`config.mk`:
```
export PLATFORM = sky130hd
export DESIGN_NAME = hole_event_sequencer
export DESIGN_NICKNAME = d
export VERILOG_FILES = /design/src/rtl/hole_event_sequencer.sv
export SDC_FILE = /design/constraint.sdc
export NUM_CORES = 1
export LEC_CHECK = 0
export CELL_PAD_IN_SITES_DETAIL_PLACEMENT = 1
export CELL_PAD_IN_SITES_GLOBAL_PLACEMENT = 2
export CORE_AREA = 2 2 93 104
export DETAILED_ROUTE_END_ITERATION = 8
export DIE_AREA = 0 0 95 106
export PLACE_DENSITY = 0.78
export SLEW_MARGIN = 20
export SYNTH_ARGS = -nofsm -noshare
export SYNTH_HDL_FRONTEND = slang
export SYNTH_SLANG_ARGS = --single-unit
```
`constraint.sdc`:
```
create_clock -name i_clk -period 1.73 [get_ports i_clk]
set_input_delay 0.346 -clock i_clk [delete_from_list [all_inputs] [get_ports i_clk]]
set_output_delay 0.346 -clock i_clk [all_outputs]
set_load 0.005 [all_outputs]
```
`src/rtl/hole_event_sequencer.sv`:
```
// Round controller for the hole-drop game: arms the detector, runs the fall animation, tracks lives/level.
// Optional `FALL_SHRINK_EN`: shrink the fall sprite by one pixel per counted frame tick.
module hole_event_sequencer #(
   parameter int RADIUS      = 16,
   parameter int LIVES       = 3,
   parameter int FALL_FRAMES = 16,
   parameter int NUM_LEVELS  = 4
) (
   input  logic       i_clk,
   input  logic       i_rst,
   input  logic       i_frame_tick,
   input  logic       i_start,
   input  logic       i_win,
   input  logic       i_fail,
   input  logic [9:0] i_pos_fall_x,
   input  logic [9:0] i_pos_fall_y,
   output logic       o_game_playing,
   output logic       o_ball_load,
   output logic       o_fall_active,
   output logic [9:0] o_fall_x,
   output logic [9:0] o_fall_y,
   output logic [5:0] o_fall_radius,
   output logic [3:0] o_lives,
   output logic [3:0] o_level,
   output logic       o_game_over,
   output logic       o_game_won,
   output logic [2:0] o_state
);

   typedef enum logic [2:0] {
      IDLE   = 3'd0,
      LOAD   = 3'd1,
      PLAY   = 3'd2,
      FALL   = 3'd3,
      RESULT = 3'd4,
      OVER   = 3'd5
   } state_t;

   localparam logic [5:0] RADIUS_V     = 6'(RADIUS);
   localparam logic [3:0] LIVES_V      = 4'(LIVES);
   localparam logic [7:0] FRAMES_V     = 8'(FALL_FRAMES);
   localparam logic [3:0] LAST_LEVEL_V = 4'(NUM_LEVELS - 1);

   state_t     state, state_next;
   logic       armed, armed_next;
   logic       fall_win, fall_win_next;
   logic [7:0] frame_cnt, frame_cnt_next, frame_cnt_inc;
   logic [9:0] fall_x, fall_x_next;
   logic [9:0] fall_y, fall_y_next;
   logic [5:0] radius, radius_next;
   logic [3:0] lives, lives_next;
   logic [3:0] level, level_next;
   logic       game_over, game_over_next;
   logic       game_won, game_won_next;
   logic       ball_load, game_playing, fall_active;

   assign frame_cnt_inc = frame_cnt + 8'd1;

   // State register
   always_ff @(posedge i_clk or posedge i_rst) begin
      if (i_rst) begin
         state <= IDLE;
      end else begin
         state <= state_next;
      end
   end

   // Next-state and datapath update for every round phase
   always_comb begin
      state_next     = state;
      armed_next     = armed;
      fall_win_next  = fall_win;
      frame_cnt_next = frame_cnt;
      fall_x_next    = fall_x;
      fall_y_next    = fall_y;
      radius_next    = radius;
      lives_next     = lives;
      level_next     = level;
      game_over_next = game_over;
      game_won_next  = game_won;

      case (state)
         IDLE, OVER: begin
            if (i_start) begin
               state_next     = LOAD;
               lives_next     = LIVES_V;
               level_next     = 4'd0;
               game_over_next = 1'b0;
               game_won_next  = 1'b0;
            end else begin
               state_next = state;
            end
         end
         LOAD: begin
            armed_next = 1'b0;
            state_next = PLAY;
         end
         PLAY: begin
            // The detector flag can be stale right after a reload, so wait one frame first
            if (!armed) begin
               armed_next = i_frame_tick;
            end else if (i_win || i_fail) begin
               fall_x_next    = i_pos_fall_x;
               fall_y_next    = i_pos_fall_y;
               fall_win_next  = i_win;
               radius_next    = RADIUS_V;
               frame_cnt_next = 8'd0;
               state_next     = FALL;
            end else begin
               state_next = PLAY;
            end
         end
         FALL: begin
            if (i_frame_tick) begin
               frame_cnt_next = frame_cnt_inc;
`ifdef FALL_SHRINK_EN
               radius_next = (radius == 6'd0) ? 6'd0 : radius - 6'd1;
`else
               radius_next = radius;
`endif
               if (frame_cnt_inc == FRAMES_V) begin
                  radius_next = 6'd0;
                  state_next  = RESULT;
               end else begin
                  state_next = FALL;
               end
            end else begin
               state_next = FALL;
            end
         end
         RESULT: begin
            radius_next = 6'd0;
            if (fall_win) begin
               if (level >= LAST_LEVEL_V) begin
                  game_won_next = 1'b1;
                  state_next    = OVER;
               end else begin
                  level_next = level + 4'd1;
                  state_next = LOAD;
               end
            end else begin
               if (lives <= 4'd1) begin
                  lives_next     = 4'd0;
                  game_over_next = 1'b1;
                  state_next     = OVER;
               end else begin
                  lives_next = lives - 4'd1;
                  state_next = LOAD;
               end
            end
         end
         default: begin
            state_next = IDLE;
         end
      endcase
   end

   // Datapath and registered output decode
   always_ff @(posedge i_clk or posedge i_rst) begin
      if (i_rst) begin
         armed        <= 1'b0;
         fall_win     <= 1'b0;
         frame_cnt    <= 8'd0;
         fall_x       <= 10'd0;
         fall_y       <= 10'd0;
         radius       <= 6'd0;
         lives        <= LIVES_V;
         level        <= 4'd0;
         game_over    <= 1'b0;
         game_won     <= 1'b0;
         ball_load    <= 1'b0;
         game_playing <= 1'b0;
         fall_active  <= 1'b0;
      end else begin
         armed        <= armed_next;
         fall_win     <= fall_win_next;
         frame_cnt    <= frame_cnt_next;
         fall_x       <= fall_x_next;
         fall_y       <= fall_y_next;
         radius       <= radius_next;
         lives        <= lives_next;
         level        <= level_next;
         game_over    <= game_over_next;
         game_won     <= game_won_next;
         ball_load    <= (state_next == LOAD);
         game_playing <= (state_next == PLAY);
         fall_active  <= (state_next == FALL);
      end
   end

   assign o_game_playing = game_playing;
   assign o_ball_load    = ball_load;
   assign o_fall_active  = fall_active;
   assign o_fall_x       = fall_x;
   assign o_fall_y       = fall_y;
   assign o_fall_radius  = radius;
   assign o_lives        = lives;
   assign o_level        = level;
   assign o_game_over    = game_over;
   assign o_game_won     = game_won;
   assign o_state        = state;

endmodule
```
### Yosys cells after proc, flatten, opt, wreduce, memory -nomap -nowiden

Index checks and enable logic that the tools add are counted.

| word-level totals | value |
|---|---|
| register bits after elaboration | 52 |
| input port bits | 26 |
| output and inout port bits | 42 |
| logic and storage cells | 87 |

| operators by class | value |
|---|---|
| add/sub/neg operators | 3 |
| $lt $le $gt $ge | 2 |
| eq/ne operators | 19 |
| mux-type cells | 35 |
| reductions and logical operators | 14 |

Operators with widths:

| operator | count |
|---|---|
| 4-bit 2-to-1 mux | 6 |
| 6-bit 2-to-1 mux | 4 |
| 8-bit 2-to-1 mux | 3 |
| 3-bit 2-to-1 mux | 7 |
| 2-bit inequality test (second input constant) | 10 |
| 6-bit case mux with 3 select lines | 1 |
| 4-bit case mux with 2 select lines | 2 |
| 8-bit case mux with 2 select lines | 1 |
| 4-bit AND reduction | 4 |
| 3-bit case mux with 5 select lines | 1 |
| 3-bit by 2-bit equality test with 1-bit output (second input constant) | 4 |
| 8-bit by 1-bit adder with 8-bit output (second input constant) | 1 |
| 8-bit by 5-bit equality test with 1-bit output (second input constant) | 1 |
| 1-bit 2-to-1 mux | 7 |
| 3-bit by 1-bit equality test with 1-bit output (second input constant) | 2 |
| 3-bit equality test (second input constant) | 2 |
| 1-bit case mux with 2 select lines | 3 |
| 3-bit AND reduction | 2 |
| 2-bit nonzero test | 3 |
| 5-bit AND reduction | 1 |
| 4-bit by 1-bit adder with 4-bit output (second input constant) | 1 |
| 4-bit by 2-bit greater-or-equal comparator with 1-bit output (second input constant) | 1 |
| 4-bit by 1-bit <= comparator with 1-bit output (second input constant) | 1 |
| 4-bit by 1-bit subtractor with 4-bit output (second input constant) | 1 |
| other kinds (4) | 4 |

### Longest topological paths before layout

Gate-level depths: netlist (run 1).

| logic depth | value |
|---|---|
| depth after elaboration | 6 |
| gate-level depth with buffers | 7 |
| depth with buffers taken out | 7 |

### Worst setup path after synthesis (run 1)

OpenSTA, ideal clock, no wires.

| timing path | value |
|---|---|
| kind | register to register |
| start | reg state[0], in the netlist o_state[0] |
| end | reg fall_x[0], in the netlist o_fall_x[0] |
| library setup time | 125 ps |
| arrival | 1628 ps |
| required time | 1605 ps |
| setup slack | -23 ps |
| stages on the path, launching flop included | 7 |
| buffers on the path | 3 |
| clock period less this slack | 1753 ps |
| path through | dfrtp_1 > buf_4 > and4bb_1 > o21a_1 > buf_2 > buf_4 > mux2_2 |

| on the way | value |
|---|---|
| word-level cells in the longest chain between the ends | 2 |

Ends and longest elaborated chain:

| element | line | text |
|---|---|---|
| start, declared | 44 | `state_t state, state_next;` |
| start signal, assigned | 64 | `state <= state_next;` |
| 3-bit by 2-bit equality test with 1-bit output | 82 | `case (state)` |
| 3-bit AND reduction (no line) | - |  |
| end signal, assigned | 178 | `fall_x <= fall_x_next;` |
| end, declared | 48 | `logic [9:0] fall_x, fall_x_next;` |

No other way between the ends.
A chain may end at the register's enable or synchronous reset.

### Worst setup path in the final report (run 1)

| timing path | value |
|---|---|
| start | reg frame_cnt[0] |
| end | reg fall_active, in the netlist o_fall_active |

| on the way | value |
|---|---|
| word-level cells in the longest chain between the ends | 6 |

Ends and longest elaborated chain:

| element | line | text |
|---|---|---|
| start, declared | 47 | `logic [7:0] frame_cnt, frame_cnt_next, frame_cnt_inc;` |
| start signal, assigned | 177 | `frame_cnt <= frame_cnt_next;` |
| 8-bit by 1-bit adder with 8-bit output | 57 | `assign frame_cnt_inc = frame_cnt + 8'd1;` |
| 8-bit by 5-bit equality test with 1-bit output | 121 | `if (frame_cnt_inc == FRAMES_V) begin` |
| 3-bit 2-to-1 mux | 121 |  |
| 3-bit 2-to-1 mux | 114 | `if (i_frame_tick) begin` |
| 3-bit case mux with 5 select lines | 82 |  |
| 3-bit by 2-bit equality test with 1-bit output | 187 | `fall_active <= (state_next == FALL);` |
| end signal, assigned | 187 |  |
| end, declared | 55 | `logic ball_load, game_playing, fall_active;` |

No other way between the ends.

==> results by group, run 1 <==
Synth
  – Synthesized cell area: 2280 sq um
  – Distinct cells, synth: 48
  – Yosys warns: 0
  – Post-synthesis sequential area ratio: 51.7%
  – Area leader, netlist: dfrtp_1
  – Post-Syn Instances: 206
  – Post-synth top area share: 49.4%
  – Area contributors post-synth: dfrtp_1, mux2_2, o21ai_0, ha_1, buf_4
  – Seq cells post-synth: 47
  – Avg Inst Size Synth: 11.1 sq um

Drt
  – Drt via density: 4.56
  – Met2 Routed Length: 3130 um
  – Metal-1 WL: 2610 um
  – Vias: 1938
  – Met3 Routed Length: 269 um
  – Post-route ant nets: 0
  – Routed wire length: 6050 um
  – DRT Pass-1 Iters: 4
  – Max layer used: met4
  – Wire per inst: 14.2 um
  – # DRC: 0
  – Initial DRC Count: 36

CTS
  – # hold bufs at CTS: 0
  – Root buffer cell: clkbuf_8
  – Inserted Clock Buffers: 5
  – CTS tree: yes
  – # H-tree levels: 2
  – CTS sink count: 47
  – Worst-Skew Late Latency: 300 ps
  – Max Root-Sink Buffers: 2
  – CTS clk-pin slew, worst paths: 90 ps

Floorplanning
  – I/O Pins: 68
  – Core area: 9120 sq um
  – Die area: 10100 sq um
  – Std-Cell Rows: 37
  – Die width: 95 um
  – Vert. Die Dim: 106 um
  – Initial Util: 25.0%

Finish
  – Area grow syn2layout: 52.5%
  – Final core occ: 38.1%
  – Nets: 338
  – Most frequent cells in the layout: clkdlybuf4s50_1, dfrtp_1, buf_4, mux2_2, nand2_1
  – Commonest non-fill, non-tap cell in the layout: clkdlybuf4s50_1
  – Layout cells sized above 1: 29.9%
  – # diodes: 0

Worst setup path
  – R2r startpoint: frame_cnt[0]$_DFFE_PP0P_
  – Critical Path Start: frame_cnt[0]$_DFFE_PP0P_
  – Crit. End Element: flip-flop
  – Worst path arrival time: 1880 ps
  – Max Fanout on Critical Path: 4
  – Setup slack, reg-to-reg: 30 ps
  – Worst Reg2Reg Path Length in Cells: 6
  – Worst setup SP type: flip-flop
  – Critical R2R Capture: o_fall_active$_DFF_PP0_
  – Worst Path Class, Setup: reg -> reg
  – Required time worst endpoint: 1910 ps

Power and ir drop
  – Flop pwr share: 34.9%
  – P_leak: 1.50 nW
  – Total power: 4.88 mW
  – Clock network power share: 17.3%
  – Combinational share of power: 47.8%
  – Cell Pwr Density: 1400 nW/um^2
  – Switching Fraction: 31.4%
  – Max VDD drop: 524 uV
  – Int Pwr: 3.35 mW
  – Switching pwr: 1.53 mW

STA
  – Skew final: 7.25 ps
  – Final Max Tran Viols: 0
  – Final setup viols: 0
  – Min Tclk post-route: 1700 ps
  – F_max: 589 MHz
  – RSZ-0062 raised after global routing: yes
  – Worst Setup Slack, final: 33.1 ps
  – Fin crit share: 98.1%
  – Hold Vio Cnt, Final: 0

Place
  – Buffers on Ports: 62
  – DP Wirelength: 4600 um
  – Final RePlAce weighted congestion: 0.740
  – DP Worst Slack: -52.9 ps

Worst hold path
  – Hold Crit Class: in -> async

GRT
  – Global routing usage summed across all routing layers: 12.6%
  – Largest net degree at the start of global routing: 28
  – Global-route wire length before repair: 10100 um
  – Vias in the first global route: 2078
  – Initial antenna violation count: 0
  – Overflow after GRT: 0

Flow run
  – Max Cap Viol: 0

Run status
  – Status: finished, final reports clean
-- power groups by stage --
stage,Combinational (mW),Clock (mW),Sequential [mW]
3_3_place_gp,2.20,0,1.72
5_1_grt,2.57,0.933,1.76
4_1_cts,2.29,0.890,1.72
3_5_place_dp,2.26,0,1.74
6_report,2.33,0.846,1.71
2_1_floorplan,1.06,0,1.75
-- flip-flops by register name (all words and copies together), names as in the netlist, 3 cells and up --
signal     flops
o_fall_x      10
o_fall_y      10
o_state        3
o_lives        4
frame_cnt      8
o_level        4
-- critical path, cell delays in order, from the launching register on --
cell and delay [ps]:
dfrtp_1 400, and4_4 250, buf_6 100, nand4_1 100, a221oi_2 350, a31oi_1 120
o211a_1 260
-- layer usage --
layer  GRT usage (%)  up-vias
met1            15.9      958
met2            21.5       47
met5               0        -
met3            2.91        4
li1                -      929
met4            3.11        0
-- cell usage after synthesis (all sizes together) --
cell	number
nor3	6
mux2	20
conb	1
and4bb	1
inv	6
a21boi	1
o41ai	2
a211o	1
nor2b	2
a211oi	1
o21a	1
nand2b	1
a31o	2
a31oi	1
clkbuf	3
a32o	2
nand3b	1
ha	5
nand4	2
dfrtp	45
nor3b	1
nor2	15
and3	3
a21o	1
o21ai	18
nand3	9
o31ai	5
a21oi	8
and4	1
o2bb2ai	1
and2	4
nand2	16
buf	10
dfstp	2
a22o	1
o211a	1
a221oi	1
xnor2	4
or4b	1
-- final cells by class --
| cell class | count | area (sq um) |
|---|---|---|
| clock buffers | 6 | 82.6 |
| clock inverters | 2 | 35.0 |
| fillers | 1049 | 5640 |
| inverters | 6 | 22.5 |
| multi-input cells | 144 | 1050 |
| flip-flops and latches | 47 | 1180 |
| well taps | 117 | 146 |
| repair buffers | 103 | 958 |
-- through the flow --
step	instance area (sq um)	cells	setup TNS, ps	hold slack, ps
finish	3480	425	0	406
global route	3480	425	-286	448
detailed placement	3240	410	-169	478
global placement	3240	410	-46.8	470
CTS	3380	420	0	406
floorplan	2300	210	-31.8	473
-- worst max path at each step --
stage                                     endpoint  slack, ps
final                      o_fall_active$_DFF_PP0_         30
after global routing       o_fall_active$_DFF_PP0_        -60
after CTS                               o_state[0]          1
after detailed placement  frame_cnt[5]$_DFFE_PP0P_        -50
after global placement      o_lives[2]$_DFFE_PP0P_        -50
after floorplan            o_fall_x[0]$_DFFE_PP0P_         -3
-- logic make-up (layout without fill, tap and decap cells) --
| logic type | count (synthesis) | after routing | synth area share, % |
|---|---|---|---|
| flip-flops | 47 | 47 | 51.7 |
| multiplexers | 20 | 20 | 9.88 |
| AND/OR/NAND/NOR | 63 | 63 | 14.5 |
| other | 1 | 5 | 0.164 |
| buffers and inverters | 19 | 117 | 4.83 |
| AO/OA/AOI/OAI | 47 | 47 | 14.3 |
| XOR/XNOR | 4 | 4 | 1.87 |
| adder cells (fa/ha/maj) | 5 | 5 | 2.74 |
-- what timing repair did --
action                     4_1_cts  5_1_grt
setup endpoints to repair        5       16
pin swaps                        2        6
resized for setup                5       19
setup buffers                    2        5
Power figures use the tool's default switching activity.
==> inputs of run 2 (changes only) <==
--- a/config.mk
+++ b/config.mk
@@ -7,9 +7,9 @@
 export LEC_CHECK = 0
 export CELL_PAD_IN_SITES_DETAIL_PLACEMENT = 1
 export CELL_PAD_IN_SITES_GLOBAL_PLACEMENT = 2
-export CORE_AREA = 2 2 93 104
+export CORE_AREA = 4 4 95 106
 export DETAILED_ROUTE_END_ITERATION = 8
-export DIE_AREA = 0 0 95 106
+export DIE_AREA = 0 0 99 110
 export PLACE_DENSITY = 0.78
 export SLEW_MARGIN = 20
 export SYNTH_ARGS = -nofsm -noshare
==> run 2 against run 1 <==
Clock power grew 16%. Highest routed layer unchanged. Sequential share of layout area is essentially flat. Critical path type unchanged. Global-route usage shrank 0.99 points. Design area grew 0.18%. First-iteration DRC count grew 100%. Final cell count shrank 3.1%. Combinational power shrank 2%. Setup slack gained 11 ps. Via count shrank 1.5%. Core utilization grew 1.1 points.
==> results by group, run 2 (synthesis gave the netlist of run 1 again) <==
Worst setup path
  – Critical path cell sequence: inv_1, ha_4, nor2_4, nor3_2, or4b_1, o21ai_1
  – Top Family by Delay on Critical Path: simple AND/OR/NAND/NOR gates
  – Max Fanout on Critical Path: 2 (-2)
  – Setup slack, reg-to-reg: 40 ps (about the same)
  – CP max-delay cell: dfstp_2
  – Worst Reg2Reg Path Length in Cells: 6 (unchanged)
  – Worst Path Class, Setup: reg -> reg
  – Critical R2R Capture: o_lives[2]$_DFFE_PP0P_
  – R2r startpoint: o_lives[0]$_DFFE_PP1P_
  – Required time worst endpoint: 1960 ps (+50 ps)
  – Max stage delay on crit path: 540 ps (+140 ps)
  – Worst setup SP type: flip-flop
  – Worst path bufs/invs: 1 (unchanged)
  – Worst path arrival time: 1920 ps (+40 ps)
  – Crit. End Element: flip-flop

Floorplanning
  – Initial Util: 25.7% (+0.69 points)
  – Std-Cell Rows: 36 (-2.7%)
  – Die area: 10900 sq um (+8.1%)
  – Die width: 99 um (+4.2%)
  – Core area: 8870 sq um (-2.7%)
  – Vert. Die Dim: 110 um (+3.8%)
  – I/O Pins: 68 (unchanged)

Place
  – DP Wirelength: 4670 um (+1.6%)
  – Buffers on Ports: 62 (unchanged)
  – Final RePlAce weighted congestion: 0.789 (+6.5%)
  – Placed inst area: 3260 sq um (+0.42%)

Drt
  – Initial DRC Count: 73 (+100%)
  – Vias: 1908 (-1.5%)
  – Drt via density: 4.63 (+1.6%)
  – # DRC: 0 (unchanged)
  – Post-route ant nets: 0 (unchanged)
  – Routed wire length: 6090 um (+0.55%)
  – DRT Pass-1 Iters: 4 (unchanged)
  – Wire per inst: 14.8 um (+3.7%)

STA
  – Hold Vio Cnt, Final: 0 (unchanged)
  – F_max: 593 MHz (+0.66%)
  – Skew final: 3.86 ps (-3.39 ps)
  – Fin crit share: 97.4% (-0.64 points)
  – Setup_tns: 0 ps (unchanged)
  – Final Max Tran Viols: 0 (unchanged)
  – Final setup viols: 0 (unchanged)
  – RSZ-0062 raised after global routing: yes
  – Min Tclk post-route: 1690 ps (-11.0 ps)

CTS
  – Inserted Clock Buffers: 5 (unchanged)
  – Root buffer cell: clkbuf_8
  – Worst-Skew Late Latency: 300 ps (about the same)
  – CTS sink count: 47 (unchanged)
  – Max Root-Sink Buffers: 2 (unchanged)
  – CTS tree: yes
  – # H-tree levels: 2 (unchanged)
  – CTS clk-pin slew, worst paths: 90 ps (about the same)

Finish
  – Sequential cell area: 1180 sq um (+0.11%)
  – Area grow syn2layout: 52.7%
  – Nets: 328 (-3.0%)
  – Design Area, Final: 3480 sq um (+0.18%)
  – Commonest non-fill, non-tap cell in the layout: clkdlybuf4s50_1
  – Final core occ: 39.2% (+1.1 points)
  – Area of the multi-input gates: 1060 sq um (+0.95%)
  – # diodes: 0 (unchanged)
  – # fillers: 995 (-5.1%)
  – Most frequent cells in the layout: clkdlybuf4s50_1, dfrtp_1, buf_4, mux2_2
  – Layout cells sized above 1: 26.8% (-3.0 points)

GRT
  – Overflow after GRT: 0 (unchanged)
  – Vias in the first global route: 2045 (-1.6%)
  – Global-route wire length before repair: 10100 um (unchanged)
  – Initial antenna violation count: 0 (unchanged)
  – Largest net degree at the start of global routing: 24 (-14%)
  – Global routing usage summed across all routing layers: 11.6% (-0.99 points)

Power and ir drop
  – P_leak: 1.49 nW (-0.86%)
  – Cell Pwr Density: 1430 nW/um^2 (+1.8%)
  – Max VDD drop: 557 uV (+6.2%)

Run status
  – Status: finished, final reports clean

Flow run
  – Max Cap Viol: 0 (unchanged)

Worst hold path
  – Hold Crit Class: in -> async
## run 2: where the power goes
group	internal [mW]	switching, mW	total [mW]
sequential	1.48	0.243	1.72
clock	0.577	0.401	0.978
combinational	1.39	0.889	2.28
total	3.45	1.53	4.98
## run 2: per-layer routing
metal	up-vias	track usage, %	part of all wire, %
met5	-	0	0
li1	910	-	-
met1	947	14.6	46
met4	0	4.00	1.3
met3	5	2.64	4.4
met2	46	19.6	48
## run 2: cell type report
type / instances / area share [%]
timing repair buffer: 93 / 26.9
clock buffer: 5 / 1.98
tap: 114 / 4.10
sequential: 47 / 33.9
clock inverter: 3 / 1.94
multi-input combinational: 144 / 30.5
inverter: 6 / 0.647
## run 2: through the flow
| step | setup slack, ps | hold WS [ps] | std cells | power [mW] |
|---|---|---|---|---|
| after floorplan | -3.18 | 473 | 210 | 2.80 |
| after global placement | -39.5 | 467 | 401 | 3.93 |
| after detailed placement | -55.9 | 489 | 401 | 4.00 |
| after CTS | 2.35 | 328 | 409 | 5.00 |
| after global routing | -20.5 | 352 | 412 | 5.34 |
| final | 44.2 | 325 | 412 | 4.98 |
## run 2: worst max-delay path by stage
stage / start / end / depth (start not counted)
floorplan: o_state[0]$_DFF_PP0_ / o_fall_x[0]$_DFFE_PP0P_ / 6
global placement: i_start / o_lives[2]$_DFFE_PP0P_ / 5
detailed placement: i_start / o_lives[2]$_DFFE_PP0P_ / 5
CTS: o_lives[1]$_DFFE_PP1P_ / o_lives[2]$_DFFE_PP0P_ / 6
global route: frame_cnt[0]$_DFFE_PP0P_ / o_fall_active$_DFF_PP0_ / 5
finish: o_lives[0]$_DFFE_PP1P_ / o_lives[2]$_DFFE_PP0P_ / 6
## run 2: timing repair
item / CTS / global route
resized for setup: 4 / 16
pin swaps: 3 / 4
hold buffers: 0 / 0
cloned: 0 / 0
setup endpoints to repair: 3 / 26
buffers inserted: 0 / 3
==> inputs of run 3 (changes only) <==
--- a/config.mk
+++ b/config.mk
@@ -5,12 +5,13 @@
 export SDC_FILE = /design/constraint.sdc
 export NUM_CORES = 1
 export LEC_CHECK = 0
+export ABC_AREA = 1
 export CELL_PAD_IN_SITES_DETAIL_PLACEMENT = 1
 export CELL_PAD_IN_SITES_GLOBAL_PLACEMENT = 2
-export CORE_AREA = 4 4 95 106
+export CORE_AREA = 4 4 97 108
 export DETAILED_ROUTE_END_ITERATION = 8
-export DIE_AREA = 0 0 99 110
-export PLACE_DENSITY = 0.78
+export DIE_AREA = 0 0 101 112
+export PLACE_DENSITY = 0.8
 export SLEW_MARGIN = 20
 export SYNTH_ARGS = -nofsm -noshare
 export SYNTH_HDL_FRONTEND = slang
==> run 3 against run 2 <==
Highest routed layer unchanged. Clock power is 27% lower. Final cell count is 11% higher. Global-route usage is 0.79 points lower. Setup slack better by 70 ps. Sequential share of layout area is 3.5 points higher. Register-to-register slack better by 110 ps. Sequential power is 2% higher. Wire length is 3.4% lower.
==> results by group, run 3 <==
Power and ir drop
  – P_leak: 1.50 nW (+0.74%)
  – Max VDD drop: 346 uV (-38%)
  – Total power: 4.56 mW (-8.6%)
  – Cell Pwr Density: 1440 nW/um^2 (+0.95%)

GRT
  – Vias in the first global route: 2055 (+0.49%)
  – Largest net degree at the start of global routing: 27 (+13%)
  – Global-route wire length before repair: 10000 um (-0.68%)
  – Global routing usage summed across all routing layers: 10.8% (-0.79 points)
  – Initial antenna violation count: 0 (unchanged)
  – Overflow after GRT: 0 (unchanged)

Worst setup path
  – Max Fanout on Critical Path: 6 (+4)
  – Worst path arrival time: 1270 ps (-650 ps)
  – Crit. End Element: primary output
  – Setup slack, reg-to-reg: 150 ps (+110 ps)
  – CP max-delay cell: clkdlybuf4s50_1
  – Worst path bufs/invs: 1 (unchanged)
  – Worst setup SP type: flip-flop
  – Worst Path Class, Setup: reg -> out
  – Required time worst endpoint: 1380 ps (-580 ps)
  – Critical path cell sequence: clkdlybuf4s50_1
  – Top Family by Delay on Critical Path: buffers and inverters
  – Critical R2R Capture: o_lives[3]$_DFFE_PP0P_
  – Worst Reg2Reg Path Length in Cells: 6 (unchanged)
  – R2r startpoint: o_lives[0]$_DFFE_PP1P_
  – Max stage delay on crit path: 530 ps (about the same)

Place
  – Final RePlAce weighted congestion: 0.790 (+0.13%)
  – Buffers on Ports: 62 (unchanged)
  – DP Wirelength: 4560 um (-2.5%)
  – DP Worst Slack: 59.8 ps (+116 ps)
  – Cell count after placement: 449 (+12%)

STA
  – F_max: 619 MHz (+4.4%)
  – Min Tclk post-route: 1620 ps (-70.5 ps)
  – Skew final: 7.91 ps (+4.04 ps)
  – Worst Setup Slack, final: 115 ps (+70.5 ps)
  – Final Max Tran Viols: 0 (unchanged)
  – Final setup viols: 0 (unchanged)
  – Setup_tns: 0 ps (unchanged)
  – Fin crit share: 93.4% (-4.1 points)
  – RSZ-0062 raised after global routing: no
  – Hold Vio Cnt, Final: 0 (unchanged)

Synth
  – Top-count cell post-synth: nand2_1
  – Area leader, netlist: dfrtp_1
  – Number of flops mapped to enable cells by yosys: 0 (unchanged)
  – Seq cells post-synth: 47 (unchanged)
  – Avg Inst Size Synth: 8.37 sq um (-24%)
  – Post-Syn Instances: 264 (+28%)
  – Yosys warns: 0 (unchanged)
  – Area contributors post-synth: dfrtp_1, nand2_1, inv_1, nand3_1, ha_1
  – Post-synth top area share: 51.0% (+1.6 points)
  – Distinct cells, synth: 29 (-40%)
  – Synthesized cell area: 2210 sq um (-3.1%)
  – Asr flop ratio synth: 100% (unchanged)
  – Predominant post-synthesis flop cell: dfrtp_1
  – Commonest cells in the netlist: nand2_1, dfrtp_1, inv_1, nor2_1, nand3_1
  – Post-synthesis sequential area ratio: 53.4% (+1.7 points)

Drt
  – Post-route ant nets: 0 (unchanged)
  – Drt via density: 4.29 (-7.5%)
  – Vias: 1967 (+3.1%)
  – DRT Pass-1 Iters: 4 (unchanged)
  – Routed wire length: 5880 um (-3.4%)
  – # DRC: 0 (unchanged)
  – Wire per inst: 12.8 um (-13%)
  – Initial DRC Count: 76 (+4.1%)

CTS
  – Inserted Clock Buffers: 5 (unchanged)
  – Root buffer cell: clkbuf_8
  – Max Root-Sink Buffers: 2 (unchanged)
  – Worst-Skew Late Latency: 300 ps (about the same)
  – CTS sink count: 47 (unchanged)
  – # H-tree levels: 2 (unchanged)
  – CTS clk-pin slew, worst paths: 90 ps (about the same)
  – CTS tree: yes

Finish
  – Layout cells sized above 1: 13.5% (-13 points)
  – Commonest non-fill, non-tap cell in the layout: nand2_1
  – Most frequent cells in the layout: nand2_1, clkdlybuf4s50_1, dfrtp_1, inv_1, nor2_1
  – # diodes: 0 (unchanged)
  – Nets: 372 (+13%)
  – Non-filler instance count after layout: 459 (+11%)
  – Area grow syn2layout: 42.8%

Floorplanning
  – Die area: 11300 sq um (+3.9%)
  – Die width: 101 um (+2.0%)
  – Initial Util: 23.7% (-2.0 points)
  – Core area: 9310 sq um (+4.9%)
  – Std-Cell Rows: 37 (+2.8%)
  – Vert. Die Dim: 112 um (+1.8%)
  – I/O Pins: 68 (unchanged)

Run status
  – Status: finished, final reports clean

Worst hold path
  – Hold Crit Class: in -> async

Flow run
  – Max Cap Viol: 0 (unchanged)
-- run 3: cell types whose count changed after synthesis, moves of 5 or more --
cell     before  now
nand2_1      16   94
nand2_2       0    5
o21ai_1       1    8
inv_1         5   23
o21ai_0      17    9
mux2_2       20    1
-- run 3: kinds of logic after synthesis --
family / share of synthesized area (%)
other: 0.170
flip-flops: 53.4
buffers and inverters: 7.71
AND/OR/NAND/NOR: 27.5
adder cells (fa/ha/maj): 2.83
AO/OA/AOI/OAI: 7.08
XOR/XNOR: 0.793
multiplexers: 0.510
-- run 3: power by group --
part | switching (mW) | leakage [nW] | internal, mW
Sequential | 0.255 | 0.602 | 1.51
Clock | 0.386 | 0.0474 | 0.327
Combinational | 1.02 | 0.852 | 1.06
-- run 3: worst max path at each step --
stage / start / end / slack [ps] / cells past startpoint
global route: frame_cnt[0]$_DFFE_PP0P_ / o_ball_load$_DFF_PP0_ / 9 / 11
CTS: o_state[2]$_DFF_PP0_ / o_state[2] / 9 / 1
detailed placement: i_frame_tick / o_ball_load$_DFF_PP0_ / 60 / 9
floorplan: o_lives[0]$_DFFE_PP1P_ / o_ball_load$_DFF_PP0_ / 200 / 7
finish: o_state[2]$_DFF_PP0_ / o_state[2] / 110 / 1
global placement: i_win / frame_cnt[4]$_DFFE_PP0P_ / 70 / 6
-- run 3: per-layer routing --
layer	vias to the layer above	wire, um	global-route usage (%)	part of all wire, %
met5	-	0	0	0
met4	0	52	2.66	0.88
met3	5	282	2.13	4.8
met2	36	3040	18.4	52
met1	953	2500	13.9	43
li1	973	-	-	-
-- run 3: layout make-up --
type	instances	area, sq um
well taps	117	146
repair buffers	76	743
multi-input cells	184	885
inverters	27	101
fillers	1118	6150
clock buffers	6	82.6
clock inverters	2	16.3
flip-flops and latches	47	1180
-- run 3: repair_timing --
action                                  in CTS  in global routing
setup buffers                                1                  1
resized for setup                            0                  7
hold buffers                                 0                  0
pin swaps                                    0                  1
cloned                                       0                  0
endpoints found under the setup margin       1                 11
-- run 3: metrics by stage --
| step | utilization, % | instance area [sq um] | hold slack (ps) |
|---|---|---|---|
| 6_report | 33.9 | 3150 | 350 |
| 5_1_grt | 33.9 | 3150 | 363 |
| 4_1_cts | 33.6 | 3130 | 363 |
| 3_3_place_gp | 32.5 | 3020 | 454 |
| 2_1_floorplan | - | 2220 | 463 |
| 3_5_place_dp | 32.5 | 3020 | 460 |
-- run 3: worst reg2reg max path: cells and delay by family, from the launching register on --
kind,cells,cell delay [ps]
AND/OR/NAND/NOR,1,120
adder cells (fa/ha/maj),1,140
buffers and inverters,2,270
AO/OA/AOI/OAI,2,370
flip-flops,1,550
